### src/rtl/port_read_unit_if.sv
// Signal bundle between the node execution path / neighbour writers and the port read unit.
interface port_read_unit_if;
   logic       rd_req;
   logic [2:0] rd_src;
   logic       hlt;
   logic [3:0] wreq;
   logic [7:0] wdata0;
   logic [7:0] wdata1;
   logic [7:0] wdata2;
   logic [7:0] wdata3;
   logic [3:0] ackw;
   logic [7:0] rdata;
   logic       rdone;
   logic       busy;
   logic [1:0] last_src;
   logic       last_valid;
   logic [7:0] stall_cnt;

   modport slave (
      input  rd_req, rd_src, hlt, wreq, wdata0, wdata1, wdata2, wdata3,
      output ackw, rdata, rdone, busy, last_src, last_valid, stall_cnt
   );

   modport master (
      output rd_req, rd_src, hlt, wreq, wdata0, wdata1, wdata2, wdata3,
      input  ackw, rdata, rdone, busy, last_src, last_valid, stall_cnt
   );
endinterface

### src/rtl/port_read_unit.sv
// Blocking read from one of four neighbour ports, ANY (round-robin), LAST (port of the
// previous ANY grant) or NIL, with a saturating stall counter and abort via hlt.
module port_read_unit (
   input  logic            clk,
   input  logic            reset,
   port_read_unit_if.slave bus
);
   // state | meaning
   // IDLE  | no read pending, rd_req sampled
   // WAIT  | read pending, looking for a candidate port
   // ACK   | one-cycle ackw/rdone strobe, then back to IDLE
   localparam logic [1:0] ST_IDLE = 2'd0;
   localparam logic [1:0] ST_WAIT = 2'd1;
   localparam logic [1:0] ST_ACK  = 2'd2;

   localparam logic [2:0] SRC_ANY  = 3'd4;
   localparam logic [2:0] SRC_LAST = 3'd5;

   logic [1:0] state_q, state_d;
   logic [2:0] src_q, src_d;
   logic [7:0] rdata_q, rdata_d;
   logic [3:0] ackw_q, ackw_d;
   logic [1:0] last_src_q, last_src_d;
   logic       last_valid_q, last_valid_d;
   logic [1:0] rr_ptr_q, rr_ptr_d;
   logic [7:0] stall_q, stall_d;

   logic       cand_ok;
   logic [1:0] cand_idx;
   logic       nil_rd;
   logic [1:0] scan_idx;
   logic [7:0] cand_data;

   // Descending scan so the port closest to rr_ptr is the last (winning) assignment.
   always_comb begin
      cand_ok  = 1'b0;
      cand_idx = 2'd0;
      nil_rd   = 1'b0;
      scan_idx = 2'd0;
      case (src_q)
         SRC_ANY: begin
            for (int i = 3; i >= 0; i--) begin
               scan_idx = rr_ptr_q + 2'(i);
               if (bus.wreq[scan_idx]) begin
                  cand_ok  = 1'b1;
                  cand_idx = scan_idx;
               end
            end
         end
         SRC_LAST: begin
            if (last_valid_q) begin
               cand_idx = last_src_q;
               cand_ok  = bus.wreq[last_src_q];
            end else begin
               nil_rd = 1'b1;
            end
         end
         3'd6, 3'd7: nil_rd = 1'b1;
         default: begin
            cand_idx = src_q[1:0];
            cand_ok  = bus.wreq[src_q[1:0]];
         end
      endcase
   end

   always_comb begin
      case (cand_idx)
         2'd0:    cand_data = bus.wdata0;
         2'd1:    cand_data = bus.wdata1;
         2'd2:    cand_data = bus.wdata2;
         default: cand_data = bus.wdata3;
      endcase
   end

   always_comb begin
      state_d      = state_q;
      src_d        = src_q;
      rdata_d      = rdata_q;
      ackw_d       = 4'b0000;
      last_src_d   = last_src_q;
      last_valid_d = last_valid_q;
      rr_ptr_d     = rr_ptr_q;
      stall_d      = stall_q;
      case (state_q)
         ST_IDLE: begin
            if (bus.rd_req) begin
               src_d   = bus.rd_src;
               stall_d = 8'd0;
               state_d = ST_WAIT;
            end
         end
         ST_WAIT: begin
            if (bus.hlt) begin
               state_d = ST_IDLE;
            end else if (nil_rd) begin
               rdata_d = 8'd0;
               state_d = ST_ACK;
            end else if (cand_ok) begin
               rdata_d = cand_data;
               ackw_d  = 4'b0001 << cand_idx;
               state_d = ST_ACK;
               if (src_q == SRC_ANY) begin
                  last_src_d   = cand_idx;
                  last_valid_d = 1'b1;
                  rr_ptr_d     = cand_idx + 2'd1;
               end
            end else if (stall_q != 8'hFF) begin
               stall_d = stall_q + 8'd1;
            end
         end
         default: state_d = ST_IDLE;
      endcase
   end

   always_ff @(posedge clk or negedge reset) begin
      if (!reset) begin
         state_q      <= ST_IDLE;
         src_q        <= 3'd0;
         rdata_q      <= 8'd0;
         ackw_q       <= 4'b0000;
         last_src_q   <= 2'd0;
         last_valid_q <= 1'b0;
         rr_ptr_q     <= 2'd0;
         stall_q      <= 8'd0;
      end else begin
         state_q      <= state_d;
         src_q        <= src_d;
         rdata_q      <= rdata_d;
         ackw_q       <= ackw_d;
         last_src_q   <= last_src_d;
         last_valid_q <= last_valid_d;
         rr_ptr_q     <= rr_ptr_d;
         stall_q      <= stall_d;
      end
   end

   assign bus.ackw       = ackw_q;
   assign bus.rdata      = rdata_q;
   assign bus.rdone      = (state_q == ST_ACK);
   assign bus.busy       = (state_q != ST_IDLE);
   assign bus.last_src   = last_src_q;
   assign bus.last_valid = last_valid_q;
   assign bus.stall_cnt  = stall_q;
endmodule

### src/flat_wrapper.sv
// flat-port wrapper written by rule: the top's interface ports become plain ports
module port_read_unit_flat 
  (clk, reset, bus_rd_req, bus_rd_src, bus_hlt, bus_wreq, bus_wdata0, bus_wdata1, bus_wdata2, bus_wdata3, bus_ackw, bus_rdata, bus_rdone, bus_busy, bus_last_src, bus_last_valid, bus_stall_cnt);
  port_read_unit_if bus_i ();
  input  logic clk;
  input  logic reset;
  input wire logic [$bits(bus_i.rd_req)-1:0] bus_rd_req;
  input wire logic [$bits(bus_i.rd_src)-1:0] bus_rd_src;
  input wire logic [$bits(bus_i.hlt)-1:0] bus_hlt;
  input wire logic [$bits(bus_i.wreq)-1:0] bus_wreq;
  input wire logic [$bits(bus_i.wdata0)-1:0] bus_wdata0;
  input wire logic [$bits(bus_i.wdata1)-1:0] bus_wdata1;
  input wire logic [$bits(bus_i.wdata2)-1:0] bus_wdata2;
  input wire logic [$bits(bus_i.wdata3)-1:0] bus_wdata3;
  output wire logic [$bits(bus_i.ackw)-1:0] bus_ackw;
  output wire logic [$bits(bus_i.rdata)-1:0] bus_rdata;
  output wire logic [$bits(bus_i.rdone)-1:0] bus_rdone;
  output wire logic [$bits(bus_i.busy)-1:0] bus_busy;
  output wire logic [$bits(bus_i.last_src)-1:0] bus_last_src;
  output wire logic [$bits(bus_i.last_valid)-1:0] bus_last_valid;
  output wire logic [$bits(bus_i.stall_cnt)-1:0] bus_stall_cnt;
  assign bus_i.rd_req = bus_rd_req;
  assign bus_i.rd_src = bus_rd_src;
  assign bus_i.hlt = bus_hlt;
  assign bus_i.wreq = bus_wreq;
  assign bus_i.wdata0 = bus_wdata0;
  assign bus_i.wdata1 = bus_wdata1;
  assign bus_i.wdata2 = bus_wdata2;
  assign bus_i.wdata3 = bus_wdata3;
  assign bus_ackw = bus_i.ackw;
  assign bus_rdata = bus_i.rdata;
  assign bus_rdone = bus_i.rdone;
  assign bus_busy = bus_i.busy;
  assign bus_last_src = bus_i.last_src;
  assign bus_last_valid = bus_i.last_valid;
  assign bus_stall_cnt = bus_i.stall_cnt;
  port_read_unit u_core (.clk(clk), .reset(reset), .bus(bus_i));
endmodule
### config.mk
export PLATFORM = sky130hd
export DESIGN_NAME = port_read_unit_flat
export DESIGN_NICKNAME = d
export VERILOG_FILES = /design/src/rtl/port_read_unit_if.sv /design/src/rtl/port_read_unit.sv /design/src/flat_wrapper.sv
export SDC_FILE = /design/constraint.sdc
export NUM_CORES = 1
export LEC_CHECK = 0
export CORE_UTILIZATION = 48
export DETAILED_ROUTE_END_ITERATION = 16
export PLACE_DENSITY = 0.84
export SETUP_SLACK_MARGIN = 0.05
export SLEW_MARGIN = 30
export SYNTH_ARGS = -nofsm -noshare
export SYNTH_HDL_FRONTEND = slang
export SYNTH_SLANG_ARGS = --single-unit
### constraint.sdc
create_clock -name clk -period 5.1 [get_ports clk]
set_clock_uncertainty 0.2 [all_clocks]
set_input_delay 1.02 -clock clk [delete_from_list [all_inputs] [get_ports clk]]
set_output_delay 1.02 -clock clk [all_outputs]
set_load 0.005 [all_outputs]
# Word level (Yosys, flattened, before mapping)
# Index checks and enable logic that the tools add are counted.
# word_totals
register_bits	30
latch_bits	0
mem_bits_rw	0
romBits	0
input_bits	43
output_inout_bits	25
mem_count	0
# op_classes
n_addsub	5
multipliers	0
div_mod_pow	0
magnitude_cmp	6
n_eq_ne	15
shifts	1
mux	44
bitwise	2
n_reduce_logical	11
# op_table
operator	count
8-bit 2-to-1 mux	7
8-bit case mux with 3 select lines	1
2-bit by 3-bit < comparator with 1-bit output, second input constant	6
2-bit 2-to-1 mux	9
4-bit 2-to-1 mux	4
8-bit case mux with 2 select lines	1
1-bit binary-select mux with 2-bit select	6
3-bit == test, second input constant	4
1-bit 2-to-1 mux	12
8-bit by 1-bit adder with 8-bit output, second input constant	1
2-bit inequality test, second input constant	4
8-bit inequality test, second input constant	1
2-bit case mux with 3 select lines	1
6-bit AND reduction	1
2-bit nonzero test	3
5-bit AND reduction	1
2-bit by 1-bit adder with 2-bit output, second input constant	2
2-bit adder, second input constant	2
2-bit by 1-bit == test with 1-bit output, second input constant	2
2-bit == test, second input constant	2
2-bit zero test	2
4-bit by 2-bit inequality test with 1-bit output, second input constant	1
2-bit case mux with 2 select lines	1
2-bit AND reduction	2
other kinds (7)	8

# Longest topological paths before layout
# Gate-level depths: netlist of run 1.
# logic_depth
word_depth	13
depth_mapped	10
depth_no_buf	9

# Worst setup path before layout of run 1
# Ideal clock, no wire load.
# synth_timing
kind	input-to-reg
from	input bus_wreq[1]
to	register u_core.rdata_q[0] (netlist: u_core.bus.rdata[0])
setup_time_ns	0.137
arrival_time_ns	3.097
path_slack_ns	1.666
cell_stages	9
path_buffers	1
cell_sequence	or4_4 -> and2_1 -> a41oi_4 -> inv_1 -> ha_1 -> clkbuf_1 -> a221o_1 -> a32oi_1 -> o21ai_0
# synth_between
elab_chain_len	11
word_cells_on_any_way	31
cone_classes	eq/ne: 2; mux: 26; reduce/logical: 3
# synth_lines
element	line_no	source
start: declaration	flat_wrapper.sv:10	input wire logic [$bits(bus_i.wreq)-1:0] bus_wreq;
1-bit binary-select mux with 2-bit select	port_read_unit.sv:44	if (bus.wreq[scan_idx]) begin
1-bit 2-to-1 mux (not written as such)	port_read_unit.sv:44	
2-bit 2-to-1 mux (3 in series)	port_read_unit.sv:44	
2-bit 2-to-1 mux *	port_read_unit.sv:44	
2-bit case mux with 3 select lines *	port_read_unit.sv:40	case (src_q)
net u_core.cand_idx[0]	port_read_unit.sv:29	logic [1:0] cand_idx;
2-bit == test (tied with other cells)	port_read_unit.sv:67	case (cand_idx)
8-bit case mux with 3 select lines *	port_read_unit.sv:67	
8-bit 2-to-1 mux *	port_read_unit.sv:98	end else if (cand_ok) begin
8-bit 2-to-1 mux *	port_read_unit.sv:95	end else if (nil_rd) begin
end signal: assignment	port_read_unit.sv:128	rdata_q <= rdata_d;
end: declaration	port_read_unit.sv:21	logic [7:0] rdata_q, rdata_d;
# The timed path passes the listed nets; every way through them passes the cells marked *. The select of a mux whose other input is x is not followed.
# A chain may end at the register's enable or synchronous reset.

# Worst setup path after layout of run 1
# layout_timing
from	input bus_wreq[0]
to	register u_core.rdata_q[1] (netlist: u_core.bus.rdata[1])
# The elaborated chain is that of the path after synthesis.

==> results.json, run 1 <==
{
  "via_per_inst": 5.80,
  "postCtsSetupBuffers": 0,
  "yosysTopAreaCell": "dfrtp_1",
  "dieWidth_um": 64.4,
  "io_pins": 68,
  "ctsHoldBuffers": 0,
  "wl_met3_um": 295,
  "post_cts_resized": 0,
  "diodes": 0,
  "finalCriticalPeriod_ns": 3.80,
  "max-vdd-ir-drop_v": 0.000230,
  "maxCapViolCount": 0,
  "clock_latency_ns": 0.29,
  "route.detailed.drc": 0,
  "cts_buffer_depth": 2,
  "synth_nets": 240,
  "end_kind": "flop",
  "crit_type": "input port to flop",
  "io_buffers": 67,
  "cp.required_ns": 5.05,
  "area_growth_pct": 43.6,
  "slew_viol_final": 0,
  "cts_tree": "built",
  "synth_area_leaders": "dfrtp_1 (40%), nand2_1 (5.0%), a221o_1 (4.3%)",
  "synth_cell_types": 53,
  "grt_pass1_wl_um": 7870,
  "yosys_warnings": 0,
  "hold_viol": 0,
  "dr.pass1.iters": 4,
  "synthArstFlopShare_pct": 100,
  "setup_viol": 0,
  "met2WireLength_um": 2280,
  "status": "complete, no violations",
  "worstSetupStartpointType": "input port",
  "worstHoldPathType": "flop to flop",
  "path_clk_slew_ns": 0.06,
  "first_iter_violations": 101,
  "netlist_area_mm2": 0.00187,
  "multiInputGateArea_mm2": 0.00104,
  "routabilityCongestion": 0.813,
  "die_h_um": 64.4,
  "rows": 22,
  "postLayoutCoreUtil_pct": 72.7,
  "start_util_pct": 50.6,
  "vias": 1799,
  "worst_pin_slew_ns": 0.552,
  "synth_edf_count": 0,
  "drive_gt1_share_pct": 7.25,
  "synth_top_area_share_pct": 40.2,
  "fp.coreArea_mm2": 0.00369,
  "antenna_found_initial": 0,
  "fp.dieArea_mm2": 0.00415,
  "yosysSeqAreaShare_pct": 40.2,
  "setup_tns_ns": 0,
  "cts_max_level": 2,
  "synth-seq-cells": 30,
  "grt_overflow": 0,
  "ff_latch_area_um2": 751,
  "worstPathArrival_ns": 3.76,
  "final_nets": 308,
  "totalPowerFinal_uw": 1250,
  "cts.sinks": 30,
  "pre_cts_ws_ns": 0.998,
  "grt_usage_pct": 25.2,
  "slew_headroom_pct": 63.2,
  "grt_max_degree": 31,
  "drt-met1-wl_um": 2040,
  "ant_nets": 0,
  "rsz0062_at_grt": "no",
  "dr.max_layer_used": "met4",
  "grt_pass1_vias": 1712,
  "cp_max_fo": 16,
  "p_per_area_mw_per_mm2": 466,
  "numCtsBuffers": 5,
  "cts_root_buf": "clkbuf_8",
  "wirelength_um": 4720,
  "fin_hold_ws_ns": 0.310,
  "place_hpwl_um": 3420,
  "synth_cells": 193,
  "wl_per_cell_um": 15.2,
  "leakage_uw": 0.00113,
  "worst_slack_ns": 1.30,
  "post-route-period-util_pct": 74.6,
  "fmax_mhz": 263,
  "avgSynthCellArea_um2": 9.68,
  "synth_top_flop_cell": "dfrtp_1",
  "fillers": 301
}
synth_stat cells (2+ instances only):
cell type / instances
dfrtp_1: 30
nand2_1: 25
o21ai_0: 14
inv_1: 11
nand2b_1: 11
a221o_1: 8
a32oi_1: 8
mux2i_1: 7
a21oi_1: 6
nor2_1: 6
nand3_1: 5
and2_1: 4
ha_1: 4
a21o_1: 3
buf_2: 3
o31ai_1: 3
or4_1: 3
a21oi_2: 2
and4_1: 2
buf_1: 2
clkbuf_1: 2
nor2b_1: 2
or3_1: 2
layout by cell type, fill, tap and decap left out, types with 2 or more instances in the layout:
| cell | instances |
|---|---|
| nand2b_1 | 11 |
| nand3_1 | 5 |
| and4_1 | 2 |
| buf_4 | 2 |
| or4_1 | 3 |
| clkbuf_1 | 2 |
| a21o_1 | 3 |
| clkbuf_8 | 5 |
| nand2_1 | 25 |
| o31ai_1 | 3 |
| clkdlybuf4s50_1 | 67 |
| nor2b_1 | 2 |
| inv_1 | 11 |
| o21ai_0 | 14 |
| mux2i_1 | 7 |
| a32oi_1 | 8 |
| and2_1 | 4 |
| or3_1 | 2 |
| dfrtp_1 | 30 |
| nor2_1 | 6 |
| ha_1 | 4 |
| a21oi_2 | 2 |
| a221o_1 | 8 |
| a21oi_1 | 6 |
power breakdown:
group          total (uW)  internal [uW]  switching (uW)
combinational         618            306             312
clock                 237            146            90.9
sequential            395            309            85.8
total                1250            762             488
layout make-up:
| class | instances | area share (%) |
|---|---|---|
| Multi-Input combinational cell | 144 | 38.7 |
| Sequential cell | 30 | 28.0 |
| Timing Repair Buffer | 69 | 25.6 |
| Clock buffer | 7 | 2.85 |
| Tap cell | 48 | 2.24 |
| Inverter | 11 | 1.54 |
| Clock inverter | 1 | 1.12 |
worst max-delay path: stages:
cell and delay, ns:
clkdlybuf4s50_1 0.51, or4_4 0.59, and2_1 0.20, a41oi_4 0.26, inv_1 0.12, ha_1 0.40
a221o_1 0.34, a32oi_1 0.20, o21ai_0 0.11
logic make-up (layout without fill, tap and decap cells):
logic type / count (synthesis) / count (layout) / share of synthesized area (%)
AOI/OAI and AO/OA: 58 / 58 / 25.0
muxes: 9 / 9 / 5.56
adders and majority gates: 4 / 4 / 2.68
DFF: 30 / 30 / 40.2
and+or+nand+nor: 73 / 73 / 22.4
buffers and inverters: 19 / 88 / 4.22
sequential cells by signal (all words and copies together), names as in the netlist:
register               count
u_core.src_q               3
u_core.bus.rdata           8
u_core.bus.stall_cnt       8
u_core.bus.last_valid      1
u_core.state_q             2
u_core.bus.last_src        2
u_core.bus.ackw            4
u_core.rr_ptr_q            2
through the flow:
stage / instance area, um^2 / std cells
2_1_floorplan: 1870 / 193
3_3_place_gp: 2580 / 302
3_5_place_dp: 2580 / 302
4_1_cts: 2680 / 310
5_1_grt: 2680 / 310
6_report: 2680 / 310
path summary, 6_finish.rpt:
path                                     startpoint                       to  slack [ns]  depth (start not counted)
max in group asynchronous                     reset   u_core.bus.last_src[1]        3.50                          2
worst min-delay path            u_core.bus.rdata[7]      u_core.bus.rdata[7]        0.31                          2
worst max-delay path                    bus_wreq[0]      u_core.bus.rdata[1]        1.30                          9
worst max register to register   u_core.rr_ptr_q[1]      u_core.bus.rdata[5]        2.35                          9
worst min register to register  u_core.bus.rdata[7]      u_core.bus.rdata[7]        0.31                          2
min in group asynchronous                     reset  u_core.bus.stall_cnt[6]        0.92                          2
routing by layer:
layer / track usage, % / up-vias
li1: - / 867
met3: 7.32 / 9
met4: 11.1 / 0
met1: 30.5 / 852
met2: 41.1 / 71
met5: 0 / -
(Power assumes the default switching activity.)
==> run 2, diff against run 1 <==
--- a/config.mk
+++ b/config.mk
@@ -5,9 +5,9 @@
 export SDC_FILE = /design/constraint.sdc
 export NUM_CORES = 1
 export LEC_CHECK = 0
-export CORE_UTILIZATION = 48
+export CORE_UTILIZATION = 45
 export DETAILED_ROUTE_END_ITERATION = 16
-export PLACE_DENSITY = 0.84
+export PLACE_DENSITY = 0.8
 export SETUP_SLACK_MARGIN = 0.05
 export SLEW_MARGIN = 30
 export SYNTH_ARGS = -nofsm -noshare
==> constraint.sdc (replaced) <==
create_clock -name clk -period 3.86 [get_ports clk]
set_clock_uncertainty 0.2 [all_clocks]
set_input_delay 0.772 -clock clk [delete_from_list [all_inputs] [get_ports clk]]
set_output_delay 0.772 -clock clk [all_outputs]
set_load 0.005 [all_outputs]
==> run 2 against run 1 <==
- via count grew 1.5%
- worst setup slack worse by 0.96 ns
- sequential share of layout area down 0.44 points
- largest cell class unchanged
==> results.json, run 2 (synthesis results as in run 1) <==
{
  "status": "complete, no violations",
  "setup_tns_ns": 0,
  "io_buffers": 67,
  "cts_root_buf": "clkbuf_8",
  "p_sw_uw": 644,
  "wirelength_um": 4760,
  "critPathTopFamily": "compound AO/OA/AOI/OAI gates",
  "clock_latency_ns": 0.28,
  "critPathMaxStageDelay_ns": 0.59,
  "antenna_found_initial": 0,
  "fp.coreArea_mm2": 0.00400,
  "leakage_uw": 0.00116,
  "via_per_inst": 5.76,
  "final_nets": 313,
  "drt-met1-wl_um": 1980,
  "worstPathArrival_ns": 3.46,
  "setup_viol": 0,
  "crit_chain": "clkdlybuf4s50_1, or4_4, and2_1, a41oi_4, inv_1, ha_1, a221o_1, a32oi_1, o21ai_0",
  "internal_power_uw": 1020,
  "worstSetupStartpointType": "input port",
  "routabilityCongestion": 0.907,
  "post-route-period-util_pct": 91.3,
  "mostFrequentLayoutCell": "clkdlybuf4s50_1",
  "slew_viol_final": 0,
  "dr.max_layer_used": "met4",
  "worstHoldPathType": "flop to flop",
  "place_hpwl_um": 3550,
  "p_per_area_mw_per_mm2": 612,
  "start_util_pct": 46.7,
  "holdCritStartpoint": "u_core.bus.rdata[7]",
  "wl_met3_um": 301,
  "drive_gt1_share_pct": 9.74,
  "cts_max_level": 2,
  "finalCriticalPeriod_ns": 3.52,
  "cp.required_ns": 3.80,
  "rsz0062_at_grt": "no",
  "rows": 23,
  "ant_nets": 0,
  "crit_path_start": "bus_wreq[1]",
  "path_clk_slew_ns": 0.06,
  "fmax_mhz": 284,
  "grt_max_degree": 31,
  "end_kind": "flop",
  "power_frac_clock_pct": 18.4,
  "grt_pass1_wl_um": 7870,
  "fp.dieArea_mm2": 0.00441,
  "swShare_pct": 38.6,
  "maxCapViolCount": 0,
  "max-vdd-ir-drop_v": 0.000343,
  "post_cts_resized": 0,
  "r2r-start": "u_core.rr_ptr_q[1]",
  "wl_per_cell_um": 15.0,
  "mostFrequentLayoutCells": "clkdlybuf4s50_1 (67), dfrtp_1 (30), nand2_1 (25)",
  "cts_buffer_depth": 2,
  "route.detailed.drc": 0,
  "cts.sinks": 30,
  "postCtsSetupBuffers": 0,
  "io_pins": 68,
  "hold_viol": 0,
  "comb_power_share_pct": 50.5,
  "grt_usage_pct": 24.0,
  "ctsHoldBuffers": 0,
  "first_iter_violations": 110,
  "cts_tree": "built",
  "area_growth_pct": 45.9,
  "numCtsBuffers": 5,
  "diodes": 0,
  "grt_pass1_vias": 1811,
  "crit_type": "input port to flop",
  "postLayoutCoreUtil_pct": 68.1,
  "grt_overflow": 0,
  "dieWidth_um": 66.4,
  "dr.pass1.iters": 4,
  "worst_pin_slew_ns": 0.552,
  "slew_headroom_pct": 63.2,
  "vias": 1826,
  "die_h_um": 66.4,
  "cp_max_fo": 16,
  "cp_slowest_cell": "or4_4",
  "met2WireLength_um": 2410,
  "p_seq_share_pct": 31.1,
  "critPathBufInv": 2
}
[run 2: cell types whose count changed in the layout (fill, tap and decap cells not counted), sizes merged]
cell,change
buf,+5
clkbuf,-2
clkinv,+2
[run 2: worst reg2reg max path, stage by stage (launching register included)]
cell and delay (ns):
dfrtp_1 0.42, inv_1 0.07, and3_1 0.18, o41a_1 0.42, o21a_1 0.23, inv_1 0.12
ha_1 0.52, nand2b_1 0.15, a32oi_1 0.24, o21ai_0 0.13
[run 2: per-stage QoR]
stage | total power, uW | hold WS [ns] | area [um^2] | std cells | setup WS [ns]
after floorplan | 1020 | 0.276 | 1870 | 193 | 0.674
after global placement | 1350 | 0.278 | 2620 | 309 | 0.162
after detailed placement | 1360 | 0.293 | 2620 | 309 | 0.0499
after CTS | 1680 | 0.310 | 2730 | 317 | 0.353
after global routing | 1790 | 0.332 | 2730 | 317 | 0.182
final | 1670 | 0.304 | 2730 | 317 | 0.335
[run 2: cell type report]
cell class | count | area, um^2
fillers | 335 | 1270
multi-input cells | 144 | 1040
flip-flops and latches | 30 | 751
repair buffers | 74 | 723
clock buffers | 5 | 68.8
well taps | 50 | 62.6
inverters | 11 | 41.3
clock inverters | 3 | 40.0
[run 2: power by group through the flow]
stage	Clock (uW)	Combinational, uW	Sequential [uW]
floorplan	0	532	490
detailed placement	0	841	520
CTS	316	843	517
global route	332	922	533
finish	307	841	518
global placement	0	824	522
[run 2: layer usage]
layer,GRT usage [%],vias to the layer above
met5,0,-
met2,40.9,74
met3,7.76,8
li1,-,877
met1,28.2,867
met4,7.71,0
[run 2: final timing paths]
kind / to / slack [ns] / cells after the start
hold / removal: u_core.bus.rdata[7] / 0.30 / 2
min in group asynchronous: u_core.bus.stall_cnt[3] / 0.68 / 2
setup reg to reg: u_core.bus.rdata[3] / 1.05 / 9
max in group asynchronous: u_core.rr_ptr_q[1] / 2.49 / 2
setup / recovery: u_core.bus.rdata[3] / 0.34 / 9
hold reg to reg: u_core.bus.rdata[7] / 0.30 / 2
==> run 3, diff against run 2 <==
--- a/config.mk
+++ b/config.mk
@@ -5,6 +5,7 @@
 export SDC_FILE = /design/constraint.sdc
 export NUM_CORES = 1
 export LEC_CHECK = 0
+export CAP_MARGIN = 20
 export CORE_UTILIZATION = 45
 export DETAILED_ROUTE_END_ITERATION = 16
 export PLACE_DENSITY = 0.8
==> results of run 3 <==
Same layout as run 2: the final DEF is identical, and so are final timing and power.
